### src/rtl/alu_issue.sv
// rtl/alu_issue.sv - decode-and-issue stage feeding the alu through a 2-entry skid buffer
//
// Decodes LUI/AUIPC/ADD/ADDI into an (ALUOp, A, B, out_rd) entry and holds up
// to two entries (head + skid) so the ALU side can stall without losing work.
// Illegal encodings are consumed, pulse `illegal` and bump a saturating count.
//
// Ports:
//   clk, rst                  clock, asynchronous active-high reset
//   in_valid/in_ready         upstream handshake (in_ready registered)
//   in_instr, in_pc           instruction word and its PC
//   in_rs1, in_rs2            register operands already read upstream
//   out_valid/out_ready       ALU-side handshake
//   A, B, ALUOp, out_rd       head entry presented to the ALU
//   illegal, illegal_cnt      one-cycle illegal pulse, saturating illegal count
`timescale 1ns/1ps

module alu_issue (
    input  logic        clk,
    input  logic        rst,
    input  logic        in_valid,
    output logic        in_ready,
    input  logic [31:0] in_instr,
    input  logic [31:0] in_pc,
    input  logic [31:0] in_rs1,
    input  logic [31:0] in_rs2,
    output logic        out_valid,
    input  logic        out_ready,
    output logic [31:0] A,
    output logic [31:0] B,
    output logic [4:0]  ALUOp,
    output logic [4:0]  out_rd,
    output logic        illegal,
    output logic [7:0]  illegal_cnt
);

    localparam logic [4:0] OP_NOP   = 5'b00000;
    localparam logic [4:0] OP_LUI   = 5'b00001;
    localparam logic [4:0] OP_AUIPC = 5'b00010;
    localparam logic [4:0] OP_ADD   = 5'b00011;

    typedef enum logic [1:0] {
        ST_EMPTY = 2'd0,
        ST_ONE   = 2'd1,
        ST_TWO   = 2'd2
    } state_t;

    state_t state, next_state;

    logic        dec_legal;
    logic [4:0]  dec_op;
    logic [31:0] dec_a;
    logic [31:0] dec_b;
    logic [31:0] imm_u;
    logic [31:0] imm_i;

    logic        accept;
    logic        legal_acc;
    logic        illegal_acc;
    logic        issue;
    logic        load_head_new;
    logic        load_head_skid;
    logic        load_skid;

    logic [31:0] skid_a;
    logic [31:0] skid_b;
    logic [4:0]  skid_op;
    logic [4:0]  skid_rd;

    assign imm_u = {in_instr[31:12], 12'h000};
    assign imm_i = {{20{in_instr[31]}}, in_instr[31:20]};

    always_comb begin
        dec_legal = 1'b0;
        dec_op    = OP_NOP;
        dec_a     = 32'h0;
        dec_b     = 32'h0;
        case (in_instr[6:0])
            7'b0110111: begin
                dec_legal = 1'b1;
                dec_op    = OP_LUI;
                dec_b     = imm_u;
            end
            7'b0010111: begin
                dec_legal = 1'b1;
                dec_op    = OP_AUIPC;
                dec_a     = in_pc;
                dec_b     = imm_u;
            end
            7'b0110011: begin
                if (in_instr[14:12] == 3'b000 && in_instr[31:25] == 7'b0000000) begin
                    dec_legal = 1'b1;
                    dec_op    = OP_ADD;
                    dec_a     = in_rs1;
                    dec_b     = in_rs2;
                end
            end
            7'b0010011: begin
                if (in_instr[14:12] == 3'b000) begin
                    dec_legal = 1'b1;
                    dec_op    = OP_ADD;
                    dec_a     = in_rs1;
                    dec_b     = imm_i;
                end
            end
            default: ;
        endcase
    end

    assign out_valid   = (state != ST_EMPTY);
    assign accept      = in_valid && in_ready;
    assign legal_acc   = accept && dec_legal;
    assign illegal_acc = accept && !dec_legal;
    assign issue       = out_valid && out_ready;

    always_ff @(posedge clk or posedge rst) begin
        if (rst) begin
            state <= ST_EMPTY;
        end else begin
            state <= next_state;
        end
    end

    // Occupancy only reacts to legal accepts and issues; illegal accepts
    // are invisible here. in_ready is 0 in TWO, so no accept arrives there.
    always_comb begin
        next_state     = state;
        load_head_new  = 1'b0;
        load_head_skid = 1'b0;
        load_skid      = 1'b0;
        case (state)
            ST_EMPTY: begin
                if (legal_acc) begin
                    next_state    = ST_ONE;
                    load_head_new = 1'b1;
                end
            end
            ST_ONE: begin
                if (legal_acc && issue) begin
                    load_head_new = 1'b1;
                end else if (legal_acc) begin
                    next_state = ST_TWO;
                    load_skid  = 1'b1;
                end else if (issue) begin
                    next_state = ST_EMPTY;
                end
            end
            ST_TWO: begin
                if (issue) begin
                    next_state     = ST_ONE;
                    load_head_skid = 1'b1;
                end
            end
            default: next_state = ST_EMPTY;
        endcase
    end

    // Head and skid registers. The head is left untouched when it empties so
    // the outputs keep showing the last issued entry.
    always_ff @(posedge clk or posedge rst) begin
        if (rst) begin
            A       <= 32'h0;
            B       <= 32'h0;
            ALUOp   <= OP_NOP;
            out_rd  <= 5'd0;
            skid_a  <= 32'h0;
            skid_b  <= 32'h0;
            skid_op <= OP_NOP;
            skid_rd <= 5'd0;
        end else begin
            if (load_head_new) begin
                A      <= dec_a;
                B      <= dec_b;
                ALUOp  <= dec_op;
                out_rd <= in_instr[11:7];
            end else if (load_head_skid) begin
                A      <= skid_a;
                B      <= skid_b;
                ALUOp  <= skid_op;
                out_rd <= skid_rd;
            end
            if (load_skid) begin
                skid_a  <= dec_a;
                skid_b  <= dec_b;
                skid_op <= dec_op;
                skid_rd <= in_instr[11:7];
            end
        end
    end

    always_ff @(posedge clk or posedge rst) begin
        if (rst) begin
            in_ready    <= 1'b1;
            illegal     <= 1'b0;
            illegal_cnt <= 8'd0;
        end else begin
            in_ready <= (next_state != ST_TWO);
            illegal  <= illegal_acc;
            if (illegal_acc && illegal_cnt != 8'hFF) begin
                illegal_cnt <= illegal_cnt + 8'd1;
            end
        end
    end

endmodule
### config.mk
export PLATFORM = sky130hd
export DESIGN_NAME = alu_issue
export DESIGN_NICKNAME = d
export VERILOG_FILES = /design/src/rtl/alu_issue.sv
export SDC_FILE = /design/constraint.sdc
export NUM_CORES = 1
export LEC_CHECK = 0
export ABC_AREA = 1
export CAP_MARGIN = 20
export CORE_MARGIN = 1
export CORE_UTILIZATION = 48
export CTS_CLUSTER_DIAMETER = 50
export DETAILED_ROUTE_END_ITERATION = 8
export GPL_ROUTABILITY_DRIVEN = 0
export HOLD_SLACK_MARGIN = 0.15
export PLACE_DENSITY_LB_ADDON = 0.05
export SYNTH_ARGS = -nofsm -noshare
export SYNTH_HDL_FRONTEND = slang
export SYNTH_SLANG_ARGS = --single-unit
### constraint.sdc
create_clock -name clk -period 6 [get_ports clk]
set_clock_uncertainty 0.2 [all_clocks]
set_input_delay 0.9 -clock clk [delete_from_list [all_inputs] [get_ports clk]]
set_output_delay 0.9 -clock clk [all_outputs]
set_load 0.02 [all_outputs]
Word level (Yosys, flattened, before mapping) --
Cells that the tools add are included.
Operators by class: add/sub/neg operators 1, multiply operators 0, divide/modulo/power cells 0, order comparisons 0, equality and inequality tests 8, shift operators 0, mux-type cells 33, bitwise logic cells 0, reduce and logical (&&, ||, !) cells 14
Operators with widths (number):
- 2-to-1 mux 32 bit | 8
- one-hot mux 32 bit (3 select lines) | 2
- 2-to-1 mux 5 bit | 4
- equality test 7 x 5 -> 1 bit, second input constant | 2
- equality test 7 x 6 -> 1 bit, second input constant | 2
- 2-to-1 mux 2 bit | 7
- adder 8 x 1 -> 8 bit, second input constant | 1
- 2-to-1 mux 1 bit | 8
- != test 8 bit, second input constant | 1
- one-hot mux 2 bit (4 select lines) | 1
- logical AND 1 bit | 7
- logical NOT 7 bit | 1
- one-hot mux 2 bit (3 select lines) | 1
- nonzero test 2 bit | 2
- logical NOT 3 bit | 1
- one-hot mux 1 bit (3 select lines) | 1
- equality test 2 x 1 -> 1 bit, second input constant | 1
- equality test 2 bit, second input constant | 1
- logical NOT 2 bit | 1
- != test 2 bit, second input constant | 1
- one-hot mux 1 bit (2 select lines) | 1
- OR reduction 2 bit | 1
- logical NOT 1 bit | 1
Word-level totals: register bits 160, bits in latches 0, RAM bits 0, memory bits (read-only) 0, memories 0

Logic depth before layout (Yosys ltp) --
Gate-level depths: netlist of the first run.
word-level depth 9, gate-level depth with buffers 12, gate-level depth less buffers 11

Least setup slack after synthesis of the first run --
No wires, ideal clock.
path type input-to-reg, from in in_instr[6], to reg skid_b[3], library setup time 0.117 ns, arrival time 2.079 ns, data required time 5.683 ns, path slack 3.605 ns, stages on the path 10, buffers on the path 2, path through inv_1 > nand2_1 > nor2_1 > nand3_2 > nand3_4 > nand4_4 > buf_2 > buf_2 > nand2_1 > nand2_1
Between the ends: word-level cells in the longest chain between the ends 7, elaborated cells between the ends (all ways) 12, those cells by class eq/ne (4); mux (5); reduce/logical (3)
Ends and longest elaborated chain:
- start, declared | line 22 | input logic [31:0] in_instr,
- equality test 7 x 5 -> 1 bit or equality test 7 x 6 -> 1 bit (tied branches) | line 77 | case (in_instr[6:0])
- OR reduction 2 bit (no line)
- one-hot mux 1 bit (3 select lines) | line 77
- logical AND 1 bit | line 111 | assign legal_acc = accept && dec_legal;
- 2-to-1 mux 1 bit or logical AND 1 bit (tied branches) | line 140, 138
- 2-to-1 mux 1 bit | line 138 | if (legal_acc && issue) begin
- 2-to-1 mux 1 bit | line 130 | case (state)
- end signal, assigned | line 166 | skid_b <= 32'h0;
- end signal, assigned | line 183 | skid_b <= dec_b;
- end, declared | line 65 | logic [31:0] skid_b;
Several ways; a longest one is shown, not always the timed one. A chain may end at the register's enable or synchronous reset.

Final worst setup path of the first run --
from in in_instr[27], to reg A[13]
Between the ends: word-level cells in the longest chain between the ends 9, elaborated cells between the ends (all ways) 13, those cells by class mux (8); reduce/logical (5)
Ends and longest elaborated chain:
- logical NOT 7 bit (*) | line 90 | if (in_instr[14:12] == 3'b000 && in_instr[31:25] == 7'b0000000) begin
- logical AND 1 bit (*) | line 90
- 2-to-1 mux 1 bit | line 90
- one-hot mux 1 bit (3 select lines) | line 77
- logical AND 1 bit | line 111
- logical AND 1 bit | line 138
- 2-to-1 mux 1 bit | line 138
- one-hot mux 1 bit (2 select lines) | line 130
- 2-to-1 mux 32 bit or nonzero test 2 bit (tied branches)
- end signal, assigned | line 176 | A <= skid_a;
- end, declared | line 28 | output logic [31:0] A,
Mark *: on every way between the ends. The rest lies on a longest branch, timed or not.

==> impl_metrics.toml, run 1 <==
[cts]
cts.sinks = 154
cts_hold_buf = 0
cts_root_buffer = "clkbuf_16"
ctsResizeCount = 0
numCtsBuffers = 17
htreeDepth = 4
post-cts-setup-buffer-count = 0
cts_tree = "yes"
clk_latency_ps = 430
clock_tree.buffer_depth = 2
clkSlewWorstSetupHoldPaths_ps = 60

[timing]
worstMarginPinSlew_ps = 1060
hold_viol_final = 0
fin_crit_sh = 0.551
fin_tns_setup_ps = 0
setup_viol = 0
maxSlewViolCount = 0
holdWs_ps = 277
rsz0062_at_grt = "no"
max_freq_ghz = 0.303
min_period_ps = 3300
maxSlewHeadroom = 0.294

[floorplan]
fp-row-count = 45
ios = 217
die_x_um = 128
dieHeight_um = 128
core_area_um2 = 15300
dieArea_um2 = 16300
initial_utilization = 0.495

[setup_path]
required_ps = 6160
r2r_cells = 6
r2r_slack_ps = 3490
r2r_start = "in_ready"
cp-end-kind = "flip-flop"
arrival_ps = 3460
startpoint_type = "input pin"
crit_type = "input pin to flip-flop"
r2r_end = "skid_a[27]"
path_max_fanout = 35

[synthesis]
ys_warn_count = 0
netlist_instances = 1020
synth_area_leaders = "dfrtp_1 (50%), nand2_1 (26%), nand3_1 (9.6%), clkbuf_1 (1.9%), inv_1 (1.6%)"
ys_ff_latch = 154
ys.flop_type = "dfrtp_1"
seq_area_frac_synth = 0.508
avgSynthCellArea_um2 = 7.44
yosysMostFrequentCell = "nand2_1"
async_flop_share = 1.00
syn_area_um2 = 7590
yosys-top-cells-count = "nand2_1 (518), dfrtp_1 (153), nand3_1 (146), clkbuf_1 (38), inv_1 (33)"
synth_cell_types = 29
synth.largest_area_cell = "dfrtp_1"
synth-edff-count = 0
yosysTopAreaCellShare = 0.505

[routing]
remaining_drc_errors = 0
num_vias = 7379
wl_per_cell_um = 15.6
ant_nets = 0
first_iter_violations = 607
wl_um = 22300
via_per_inst = 5.17
firstDrtPassIters = 6

[global_routing]
track_usage = 0.282
antenna_found_initial = 0
grt_pass1_vias = 6975
gr-total-overflow = 0
grt_pass1_wl_um = 35700
grt_max_degree = 79

[hold_path]
hold_path_startpoint = "skid_rd[0]"
whs_endpoint = "skid_rd[0]"
hold_class = "flip-flop to flip-flop"
worstHoldPathCells = 2

[placement]
hpwl_um = 13900
placedCellCount = 1391
portBuffers = 213

[power]
ir_drop_mv = 0.189
cellLeakagePower_uw = 0.00529
pwr_density_cell_nw_per_um2 = 233

[cells_and_area]
nNetsFinal = 1335
antennaDiodeCount = 0
instances_no_fill = 1426
syn2layout_area_growth_pct = 37.4
layout-drive-gt1-share = 0.0453

[status]
status = "finished clean"

[flow_run]
cap_violations = 0
==> through the flow <==
stage,utilization,instance area (µm²),worst slack (ps),total power [µW]
global placement,0.637,9760,2150,1340
floorplan,-,7590,752,1190
CTS,0.677,10400,2470,2440
finish,0.680,10400,2700,2430
detailed placement,0.637,9760,2040,1340
global route,0.680,10400,2560,2510
==> critical path: stages <==
cell	delay [ps]
clkdlybuf4s50_1	520
nor2_1	180
nand2_1	80
nor2_2	130
nand3_2	310
nand3_4	320
nand3_4	100
inv_2	430
buf_12	280
nand2_1	90
nand3_1	100
==> cell usage in the layout, fill, tap and decap left out, drive strengths merged, types with 2 or more instances in the layout <==
master and instances:
nand2 518, clkdlybuf4s50 213, dfrtp 153, nand3 150, inv 36, nor2 21, clkbuf 21, o21ai 20
a21oi 20, nand4 18, buf 12, a21boi 6, clkinv 6, xor2 4, conb 3, clkinvlp 3
bufinv 3, xnor2 2, nor3 2
==> registers in the layout, indices dropped and copies added, names as in the netlist, 2 cells and up <==
signal       flops
A               32
skid_op          2
skid_rd          5
out_rd           5
skid_a          32
B               32
state            2
skid_b          32
illegal_cnt      8
ALUOp            2
==> worst max-delay path by stage <==
stage,cells after the start,to,start,slack [ps]
2_1_floorplan,1,ALUOp[0],rst,750
3_3_place_gp,10,A[9],in_instr[27],2150
3_5_place_dp,10,A[30],in_instr[27],2040
4_1_cts,10,A[13],in_instr[27],2470
5_1_grt,12,skid_b[29],in_instr[0],2560
6_report,11,A[13],in_instr[27],2700
==> power by group <==
group / total [µW] / internal (µW) / switching, µW
Clock: 1110 / 675 / 430
Combinational: 243 / 133 / 110
Sequential: 1080 / 1060 / 23.6
==> per-layer routing <==
| metal | track usage | share of wire | up-vias |
|---|---|---|---|
| met2 | 0.457 | 0.47 | 297 |
| met3 | 0.0664 | 0.079 | 31 |
| met4 | 0.0962 | 0.019 | 0 |
| met5 | 0 | 0 | - |
| li1 | - | - | 3596 |
| met1 | 0.373 | 0.43 | 3455 |
==> final cells by class <==
class	count	area [µm²]
Clock buffer	21	460
Sequential cell	154	3850
Inverter	37	144
Clock inverter	11	145
Timing Repair Buffer	225	2250
Fill cell	1334	4890
Multi-Input combinational cell	767	3300
Tap cell	211	264
==> kinds of logic after synthesis <==
family,Yosys count,synth area share
other cells,1,0.000494
xor+xnor,6,0.00693
simple gates,710,0.391
fa+ha+maj,1,0.00165
compound gates,47,0.0333
buf+inv,101,0.0585
flops,154,0.508
Note: power is estimated with default switching activity, not from simulation.
==> inputs of run 2 (changes only) <==
CORE_UTILIZATION = 44   (was 48)
clock period = 2.9 ns   (was 6 ns; I/O delays follow)
==> impl_metrics.toml, run 2 (synthesized netlist as in run 1, its figures left out) <==
[flow_run]
cap_violations = 0

[placement]
dp_slack_ps = 178
portBuffers = 213
hpwl_um = 15200
placed_cell_area_um2 = 10000
placedCellCount = 1420

[cells_and_area]
fin_area_um2 = 10700
fillers = 1478
syn2layout_area_growth_pct = 40.9
nNetsFinal = 1352
layout_commonest_cell = "nand2_1"
multi_input_area_um2 = 3300
instances_no_fill = 1452
layout-drive-gt1-share = 0.0577
fin_util = 0.640
register_area_um2 = 3850
layout_common_cells = "nand2_1 (517), clkdlybuf4s50_1 (213), dfrtp_1 (153)"

[status]
status = "finished clean"

[cts]
cts.sinks = 154
cts_tree = "yes"
cts_root_buffer = "clkbuf_16"
htreeDepth = 4
clkSlewWorstSetupHoldPaths_ps = 60
numCtsBuffers = 17
cts_hold_buf = 0
ctsResizeCount = 0
post-cts-setup-buffer-count = 0
clock_tree.buffer_depth = 2
clk_latency_ps = 420

[routing]
num_vias = 7399
first_iter_violations = 505
firstDrtPassIters = 7
wl_um = 22600
remaining_drc_errors = 0
via_per_inst = 5.10
wl_per_cell_um = 15.6
ant_nets = 0

[global_routing]
gr-total-overflow = 0
grt_pass1_wl_um = 36800
track_usage = 0.265
grt_max_degree = 59
antenna_found_initial = 1
grt_pass1_vias = 7026

[setup_path]
path_max_fanout = 14
cp-end-kind = "flip-flop"
arrival_ps = 2440
startpoint_type = "input pin"
crit_type = "input pin to flip-flop"
required_ps = 3060

[floorplan]
core_area_um2 = 16700
dieHeight_um = 133
fp-row-count = 47
die_x_um = 133
ios = 217
dieArea_um2 = 17800
initial_utilization = 0.454

[power]
ir_drop_mv = 0.402
pwr_density_cell_nw_per_um2 = 491
cellLeakagePower_uw = 0.00543

[timing]
maxSlewHeadroom = 0.634
post-route-worst-setup-slack_ps = 628
setup_viol = 0
min_period_ps = 2270
fin_crit_sh = 0.784
maxSlewViolCount = 0
fin_tns_setup_ps = 0
max_freq_ghz = 0.440
rsz0062_at_grt = "no"
worstMarginPinSlew_ps = 548
hold_viol_final = 0

[hold_path]
hold_class = "input pin to asynchronous set/reset pin"
run 2: changes by cell type in the layout (fill, tap and decap cells not counted), sizes merged:
cell / previous run / this run
clkbuf: 21 / 24
clkinv: 6 / 3
buf: 12 / 29
bufinv: 3 / 5
clkinvlp: 3 / 1
inv: 36 / 35
diode: 0 / 1
run 2: through the flow:
stage	total power, µW	hold slack, ps
detailed placement	2790	265
CTS	5290	212
floorplan	2470	249
global route	5430	225
global placement	2790	262
finish	5250	212
run 2: area by class of cell:
class	instances	area share
Sequential cell	154	0.361
Multi-Input combinational cell	767	0.309
Timing Repair Buffer	242	0.229
Clock buffer	24	0.0469
Tap cell	220	0.0257
Clock inverter	7	0.0150
Inverter	37	0.0133
Antenna cell	1	0.000234
run 2: layer usage:
| metal | vias up | routed length [µm] | GRT usage | share of wire |
|---|---|---|---|---|
| met2 | 257 | 10500 | 0.422 | 0.47 |
| met1 | 3486 | 9770 | 0.348 | 0.43 |
| li1 | 3627 | - | - | - |
| met5 | - | 0 | 0 | 0 |
| met3 | 29 | 1930 | 0.0765 | 0.085 |
| met4 | 0 | 396 | 0.0840 | 0.017 |
run 2: final timing paths:
kind / start / to / slack (ps) / cells past startpoint
setup / recovery: in_instr[14] / skid_a[26] / 630 / 9
hold / removal: rst / skid_b[19] / 210 / 2
setup reg to reg: state[1] / A[1] / 970 / 7
hold reg to reg: skid_a[4] / skid_a[4] / 280 / 2
max in group asynchronous: rst / in_ready / 1590 / 3
min in group clk: skid_a[4] / skid_a[4] / 280 / 2
run 2: where the power goes:
part	total (µW)	internal (µW)	switching, µW
registers	2240	2190	49.0
clock network	2500	1640	861
logic	509	285	224
total	5250	4110	1130
run 2: critical path, stage by stage:
cell and delay [ps]:
clkdlybuf4s50_1 470, nor3_4 360, nand3_2 210, nand3_4 220
nand4_4 110, inv_2 210, buf_4 260, nand2_1 80
nand2_1 70
